==> src/rtl/palindrome_writer_if.sv <==
// Word stream into the palindrome writer and the regfile write port it drives.
// master: word source / regfile side; slave: the writer.
interface palindrome_writer_if #(
    parameter int WIDTH  = 32,
    parameter int ADDR_W = 5
);
    logic [WIDTH-1:0]  in_data;
    logic              in_valid;
    logic              in_ready;
    logic              wr_en;
    logic [ADDR_W-1:0] wr_addr;
    logic [WIDTH-1:0]  wr_data;

    modport master (
        output in_data, in_valid,
        input  in_ready, wr_en, wr_addr, wr_data
    );

    modport slave (
        input  in_data, in_valid,
        output in_ready, wr_en, wr_addr, wr_data
    );
endinterface

==> src/rtl/palindrome_writer.sv <==
// Mirrors each accepted word to regfile addresses front and back, converging
// inward, so that [base, ending] ends up holding a palindrome.
//
// state      | meaning
// -----------+-----------------------------------------------------------
// IDLE       | waiting for start; outputs quiet
// ACCEPT     | in_ready high; on handshake write word at front, keep copy
// WRITE_BACK | write held word at back, move both pointers inward
// DONE       | one-cycle done pulse, then back to IDLE
module palindrome_writer #(
    parameter int WIDTH  = 32,
    parameter int ADDR_W = 5
) (
    input  logic                 clk,
    input  logic                 reset,
    input  logic                 start,
    input  logic [ADDR_W-1:0]    base,
    input  logic [ADDR_W-1:0]    ending,
    palindrome_writer_if.slave   bus,
    output logic                 busy,
    output logic                 done
);
    typedef enum logic [1:0] {
        IDLE       = 2'd0,
        ACCEPT     = 2'd1,
        WRITE_BACK = 2'd2,
        DONE       = 2'd3
    } state_t;

    state_t            state;
    logic [ADDR_W-1:0] front;
    logic [ADDR_W-1:0] back;
    logic [WIDTH-1:0]  hold;

    logic              take;
    logic              in_ready;
    logic              wr_en;
    logic [ADDR_W-1:0] wr_addr;
    logic [WIDTH-1:0]  wr_data;

    assign take = (state == ACCEPT) && bus.in_valid;

    always_ff @(posedge clk) begin
        if (reset) begin
            state <= IDLE;
            front <= '0;
            back  <= '0;
            hold  <= '0;
        end else begin
            case (state)
                IDLE: begin
                    if (start) begin
                        front <= base;
                        back  <= ending;
                        state <= (base > ending) ? DONE : ACCEPT;
                    end
                end
                ACCEPT: begin
                    if (bus.in_valid) begin
                        hold  <= bus.in_data;
                        state <= (front == back) ? DONE : WRITE_BACK;
                    end
                end
                WRITE_BACK: begin
                    front <= front + ADDR_W'(1);
                    back  <= back - ADDR_W'(1);
                    // Adjacent pointers mean this back write was the last one.
                    state <= ((back - front) == ADDR_W'(1)) ? DONE : ACCEPT;
                end
                DONE: begin
                    state <= IDLE;
                end
                default: begin
                    state <= IDLE;
                end
            endcase
        end
    end

    // Outputs are pure decode; reset gates them so the reset cycle is quiet
    // even though the state only clears on the following edge.
    always_comb begin
        in_ready = 1'b0;
        wr_en    = 1'b0;
        wr_addr  = '0;
        wr_data  = '0;
        busy     = 1'b0;
        done     = 1'b0;
        if (!reset) begin
            in_ready = (state == ACCEPT);
            busy     = (state != IDLE);
            done     = (state == DONE);
            if (take) begin
                wr_en   = 1'b1;
                wr_addr = front;
                wr_data = bus.in_data;
            end else if (state == WRITE_BACK) begin
                wr_en   = 1'b1;
                wr_addr = back;
                wr_data = hold;
            end
        end
    end

    assign bus.in_ready = in_ready;
    assign bus.wr_en    = wr_en;
    assign bus.wr_addr  = wr_addr;
    assign bus.wr_data  = wr_data;
endmodule

==> src/flat_wrapper.sv <==
// flat-port wrapper written by rule: the top's interface ports become plain ports
module palindrome_writer_flat 
#(
    parameter int WIDTH  = 32,
    parameter int ADDR_W = 5
)
  (clk, reset, start, base, ending, busy, done, bus_in_data, bus_in_valid, bus_in_ready, bus_wr_en, bus_wr_addr, bus_wr_data);
  palindrome_writer_if #(.WIDTH(WIDTH), .ADDR_W(ADDR_W)) bus_i ();
  input  logic clk;
  input  logic reset;
  input  logic start;
  input  logic [ADDR_W-1:0] base;
  input  logic [ADDR_W-1:0] ending;
  output logic busy;
  output logic done;
  input wire logic [$bits(bus_i.in_data)-1:0] bus_in_data;
  input wire logic [$bits(bus_i.in_valid)-1:0] bus_in_valid;
  output wire logic [$bits(bus_i.in_ready)-1:0] bus_in_ready;
  output wire logic [$bits(bus_i.wr_en)-1:0] bus_wr_en;
  output wire logic [$bits(bus_i.wr_addr)-1:0] bus_wr_addr;
  output wire logic [$bits(bus_i.wr_data)-1:0] bus_wr_data;
  assign bus_i.in_data = bus_in_data;
  assign bus_i.in_valid = bus_in_valid;
  assign bus_in_ready = bus_i.in_ready;
  assign bus_wr_en = bus_i.wr_en;
  assign bus_wr_addr = bus_i.wr_addr;
  assign bus_wr_data = bus_i.wr_data;
  palindrome_writer #(.WIDTH(WIDTH), .ADDR_W(ADDR_W)) u_core (.clk(clk), .reset(reset), .start(start), .base(base), .ending(ending), .bus(bus_i), .busy(busy), .done(done));
endmodule
==> config.mk <==
export PLATFORM = sky130hd
export DESIGN_NAME = palindrome_writer_flat
export DESIGN_NICKNAME = d
export VERILOG_FILES = /design/src/rtl/palindrome_writer_if.sv /design/src/rtl/palindrome_writer.sv /design/src/flat_wrapper.sv
export SDC_FILE = /design/constraint.sdc
export NUM_CORES = 1
export LEC_CHECK = 0
export ABC_AREA = 1
export CORE_MARGIN = 5
export CORE_UTILIZATION = 46
export CTS_CLUSTER_DIAMETER = 80
export DETAILED_ROUTE_END_ITERATION = 10
export PLACE_DENSITY = 0.87
export SYNTH_ARGS = -nofsm -noshare
export SYNTH_HDL_FRONTEND = slang
export SYNTH_SLANG_ARGS = --single-unit
export TNS_END_PERCENT = 1
==> constraint.sdc <==
create_clock -name clk -period 1.76 [get_ports clk]
set_input_delay 0.44 -clock clk [delete_from_list [all_inputs] [get_ports clk]]
set_output_delay 0.44 -clock clk [all_outputs]
set_load 0.05 [all_outputs]
==> impl_metrics.tcl, run 1 <==
set metrics [dict create \
    wl_met3_um 723 \
    setup_viol 39 \
    min_from "reset" \
    worst_pin_slew_ns 0.370 \
    die_w_um 84.0 \
    slowest_stage "dfxtp_4" \
    setup_slack_ns -0.337 \
    synth_fp_nets 449 \
    netlist_area_um2 2520 \
    hold_buffers 0 \
    clkLatencyLatePin_ns 0.31 \
    cellLeakagePower_uw 0.00186 \
    dr_wl_met2_um 5380 \
    timing.fmax_ghz 0.477 \
    die_y_um 84.0 \
    clkTransAtPathRegs_ns 0.09 \
    crit_top_cell "buf_12" \
    core_um2 5410 \
    start_util_pct 46.6 \
    reg2reg_depth 11 \
    totalWireLength_um 10400 \
    wl_met1_um 3810 \
    setup.worst_path.class "reg -> out" \
    worst_r2r_endpoint "u_core.state[1]" \
    crit_path_end_kind "primary output" \
    synth_seq_area_share_pct 34.9 \
    h-tree-depth 2 \
    relSlewSlack_pct 75.2 \
    antenna_cells 0 \
    drt-initial-drc-count 193 \
    grt_pass1_vias 3549 \
    fin_util_pct 87.4 \
    status "finished with violations" \
    ir_drop_mv 0.584 \
    min_path_type "in -> reg" \
    grt_pass1_wl_um 16000 \
    p_total_uw 3610 \
    post-dp-hpwl_um 6020 \
    violations "negative setup slack" \
    fillers 250 \
    vias_per_cell 5.65 \
    synth.distinct_cells 28 \
    reg2reg_from "u_core.back[0]" \
    crit_chain "inv_4, nor2_4, nand2_2, clkinv_4, buf_12, buf_12, nand2_4, a21oi_4, buf_8" \
    synth_warnings 0 \
    drc 0 \
    setup_tns_ns -11.35 \
    critical_path_arrival_ns 1.66 \
    finalHoldViolCount 0 \
    final_cell_mix "99 x nand2_1, 44 x buf_4, 43 x a21oi_1, 43 x clkdlybuf4s50_1, 42 x dfxtp_1" \
    cp_max_fo 8 \
    clockBufferDepth 2 \
    antenna_found_initial 0 \
    clock_sinks 44 \
    num-nets-final 580 \
    grt_overflow 0 \
    worstSetupStartpointType "flop" \
    synth-main-ff-cell "dfxtp_1" \
    ios 87 \
    slowest_delay_ns 0.38 \
    grt_max_degree 33 \
    avgSynthCellArea_um2 6.45 \
    drive_above_1_share_pct 38.4 \
    top_layer_used "met4" \
    timing.max_cap.violations 0 \
    grt_use_total_pct 27.7 \
    num_rows 27 \
    synth_async_sr_flop_share_pct 0 \
    drv_slew 0 \
    synth_top_cell_by_area "dfxtp_1" \
    cts_tree "built" \
    netlist_instances 391 \
    cp_top_family "buffers and inverters" \
    hold_depth 2 \
    synth_top_area_share_pct 34.9 \
    syn2layout_area_growth_pct 87.4 \
    cts-root-buf "clkbuf_8" \
    synth-edff-count 0 \
    worst-r2r-setup-slack_ns -0.19 \
    cts_made_buffers 5 \
    rsz0062_at_grt "true" \
    ys_ff_latch 44 \
    required_ns 1.32 \
    hold_end "u_core.hold[24]" \
    ys_top_cells_by_area "dfxtp_1 35%, nand2_1 21%, a21oi_1 16%" \
    finalClockSkew_ns 0.00400 \
    period_share_pct 119 \
    dp_slack_ns -0.400 \
    port_buffers 86 \
    layout.cells.most_common "nand2_1" \
    drtAntennaViolNets 0 \
    gp_congestion 0.844 \
    wl_per_cell_um 17.5 \
    whs_ns 0.430 \
    pwr_density_cell_nw_per_um2 764 \
    die_area_um2 7060 \
    cp_num_buf_inv 5 \
    fin_crit_ns 2.10 \
    drt-pass1-iter-count 5 \
    dr_total_vias 3361 \
]
-- where the power goes --
group	total (µW)	internal, µW	switching, µW	leakage (µW)
combinational	1740	740	997	0.00146
sequential	1190	1100	96.2	0.000360
clock	679	282	397	0.0000404
-- how the worst max path moves through the flow --
stage / from / endpoint / cells after the start / slack, ns
global placement: bus_in_valid / bus_wr_addr[4] / 7 / -0.37
CTS: u_core.state[0] / bus_wr_data[13] / 9 / -0.31
finish: u_core.state[0] / bus_wr_addr[2] / 9 / -0.34
floorplan: reset / bus_wr_data[3] / 3 / -0.12
global route: u_core.state[0] / bus_wr_data[3] / 9 / -0.38
detailed placement: bus_in_valid / bus_wr_data[26] / 7 / -0.40
-- sequential cells by signal, indices dropped and copies added (netlist names) --
name,count
u_core.state,2
u_core.hold,32
u_core.front,5
u_core.back,5
-- repair_timing --
item,4_1_cts,5_1_grt
endpoints found under the setup margin,41,40
cloned,2,1
gates resized for setup,83,15
pin swaps,4,7
buffers inserted,5,0
-- cell families (layout without fill, tap and decap cells) --
family                     Yosys count  in the layout  share of synthesized area (%)
adders and majority gates           12             12                           6.25
and+or+nand+nor                    181            181                           28.7
AOI/OAI and AO/OA                   99             99                           20.4
buffers and inverters               53            185                           8.98
xor gates and xnor gates             2              2                          0.695
DFF                                 44             44                           34.9
-- synthesized netlist by cell type, types with 2 or more instances --
library cell and n:
dfxtp_1 44, o21ai_1 2, inv_1 30, o21ai_0 8, ha_1 11, o211ai_1 3, nor3_1 2, nor2_4 2
nor2_1 17, nand2_1 141, a21oi_1 81, buf_4 3, inv_2 2, clkbuf_1 10, buf_2 6, nand3_1 17
-- cell type report --
type | count | area [µm²] | share of cell area (%)
sequential | 44 | 886 | 18.8
inverter | 33 | 131 | 2.78
clock buffer | 5 | 68.8 | 1.46
clock inverter | 3 | 23.8 | 0.503
multi-input combinational | 294 | 1930 | 40.8
timing repair buffer | 144 | 1600 | 33.8
tap | 72 | 90.1 | 1.91
-- metal layers --
metal	vias to the layer above	global-route usage [%]
met5	-	0
met4	0	15.2
met3	57	8.09
met2	195	50.4
met1	1578	28.1
li1	1531	-
-- per-stage QoR --
stage	area, µm²	instances
2_1_floorplan	2910	391
3_3_place_gp	4160	579
3_5_place_dp	4160	579
4_1_cts	4650	594
5_1_grt	4720	595
6_report	4720	595
Power figures use the tool's default switching activity.
==> run 2: changes to the inputs <==
--- a/config.mk
+++ b/config.mk
@@ -6,7 +6,8 @@
 export NUM_CORES = 1
 export LEC_CHECK = 0
 export ABC_AREA = 1
-export CORE_MARGIN = 5
+export ABC_CLOCK_PERIOD_IN_PS = 1760
+export CORE_MARGIN = 2
 export CORE_UTILIZATION = 46
 export CTS_CLUSTER_DIAMETER = 80
 export DETAILED_ROUTE_END_ITERATION = 10
==> impl_metrics.tcl, run 2 (synthesized netlist as in run 1, its figures left out) <==
set metrics [dict create \
    cp-startpoint "u_core.state[0]" \
    gp_congestion 0.866 \
    drive_above_1_share_pct 37.9 \
    dr_total_vias 3303 \
    cellLeakagePower_uw 0.00184 \
    dr_wl_met2_um 5230 \
    grt_use_total_pct 31.8 \
    largestRegisters "u_core.hold (32), u_core.back (5), u_core.front (5)" \
    violations "negative setup slack" \
    finalHoldViolCount 0 \
    min_from "u_core.hold[8]" \
    setup.worst_path.class "reg -> out" \
    cts_tree "built" \
    antenna_cells 0 \
    clkLatencyLatePin_ns 0.29 \
    grt_pass1_vias 3398 \
    reg2reg_from "u_core.back[0]" \
    swShare_pct 40.2 \
    cp_max_fo 28 \
    setup_viol 38 \
    timing.fmax_ghz 0.493 \
    drt-initial-drc-count 272 \
    post-dp-hpwl_um 5970 \
    clockBufferDepth 2 \
    drv_slew 0 \
    die_area_um2 6090 \
    h-tree-depth 2 \
    largest_register_ffs 32 \
    grt_max_degree 33 \
    core_um2 5200 \
    p_sw_uw 1380 \
    critical_path_arrival_ns 1.59 \
    grt_overflow 0 \
    clkTransAtPathRegs_ns 0.09 \
    antenna_found_initial 0 \
    seq_power_share_pct 34.6 \
    layout.cells.most_common "nand2_1" \
    crit_path_end_kind "primary output" \
    cts_made_buffers 5 \
    totalWireLength_um 9600 \
    finalClockSkew_ns 0.00802 \
    ir_drop_mv 0.559 \
    grt_pass1_wl_um 15600 \
    drt-pass1-iter-count 5 \
    syn2layout_area_growth_pct 82.8 \
    ios 87 \
    cts-root-buf "clkbuf_8" \
    hold_buffers 0 \
    drtAntennaViolNets 0 \
    period_share_pct 115 \
    num_rows 26 \
    start_util_pct 48.4 \
    worst_pin_slew_ns 0.335 \
    pwr_density_cell_nw_per_um2 744 \
    relSlewSlack_pct 77.6 \
    num-nets-final 580 \
    port_buffers 86 \
    final_cell_mix "100 x nand2_1, 50 x buf_4, 43 x a21oi_1, 43 x clkdlybuf4s50_1, 42 x dfxtp_1" \
    timing.max_cap.violations 0 \
    clock_sinks 44 \
    p_comb_share_pct 47.3 \
    die_w_um 78.0 \
    min_path_type "reg -> reg" \
    fin_crit_ns 2.03 \
    wl_met3_um 582 \
    rsz0062_at_grt "true" \
    drc 0 \
    wl_met1_um 3360 \
    vias_per_cell 5.58 \
    largest_register "u_core.hold" \
    clkPwrFrac_pct 18.0 \
    setup_slack_ns -0.267 \
    cellInternalPower_uw 2050 \
    worstSetupStartpointType "flop" \
    die_y_um 78.0 \
    top_layer_used "met4" \
    required_ns 1.32 \
    wl_per_cell_um 16.2 \
    fillers 236 \
    whs_ns 0.476 \
    p_total_uw 3430 \
    status "finished with violations" \
]
## run 2: changes by cell type in the layout (fill, tap and decap cells not counted), moves of 2 or more
cell,delta
nand2_2,-2
buf_6,+2
buf_4,+6
buf_12,-5
## run 2: per-layer routing
metal / vias up / track usage [%]
li1: 1533 / -
met1: 1538 / 33.7
met2: 186 / 63.2
met3: 46 / 3.79
met4: 0 / 12.3
met5: - / 0
## run 2: repair_timing
action                                  CTS  global route
cloned                                    2             0
endpoints found under the setup margin   38            40
pin swaps                                 4             4
buffers inserted                          1             1
resized for setup                        74            22
## run 2: path summary, 6_finish.rpt
check                                        to  slack (ns)  cells after the start
worst max register to register  u_core.state[1]        0.04                     11
worst min register to register   u_core.hold[8]        0.48                      2
worst max-delay path            bus_wr_data[17]       -0.27                      6
worst min-delay path             u_core.hold[8]        0.48                      2
## run 2: metrics by stage
stage	TNS (ns)	worst slack (ns)	cells	util [%]	cell area, µm²
finish	-8.19	-0.267	592	88.5	4610
global route	-10.76	-0.333	592	88.5	4610
CTS	-8.53	-0.283	592	87.8	4570
detailed placement	-13.79	-0.409	582	80.2	4170
global placement	-13.32	-0.382	582	80.2	4170
floorplan	-2.42	-0.122	391	-	2910
## run 2: layout make-up
type / instances / area [µm²] / share of cell area, %
inverters: 33 / 129 / 2.80
flip-flops and latches: 44 / 886 / 19.2
clock inverters: 2 / 12.5 / 0.272
repair buffers: 144 / 1500 / 32.5
clock buffers: 5 / 68.8 / 1.49
multi-input cells: 294 / 1930 / 41.8
well taps: 70 / 87.6 / 1.90
## run 2: critical path: stages, from the launching register on
cell and delay, ns:
dfxtp_2 0.33, buf_4 0.15, nor2_4 0.14, buf_12 0.20
nand2_1 0.12, a21oi_4 0.18, buf_6 0.17
## run 2: power groups by stage
stage          combinational, µW  clock, µW  sequential, µW
2_1_floorplan                887          0            1180
4_1_cts                     1570        621            1180
3_3_place_gp                1380          0            1190
6_report                    1620        618            1190
3_5_place_dp                1430          0            1190
5_1_grt                     1740        661            1200
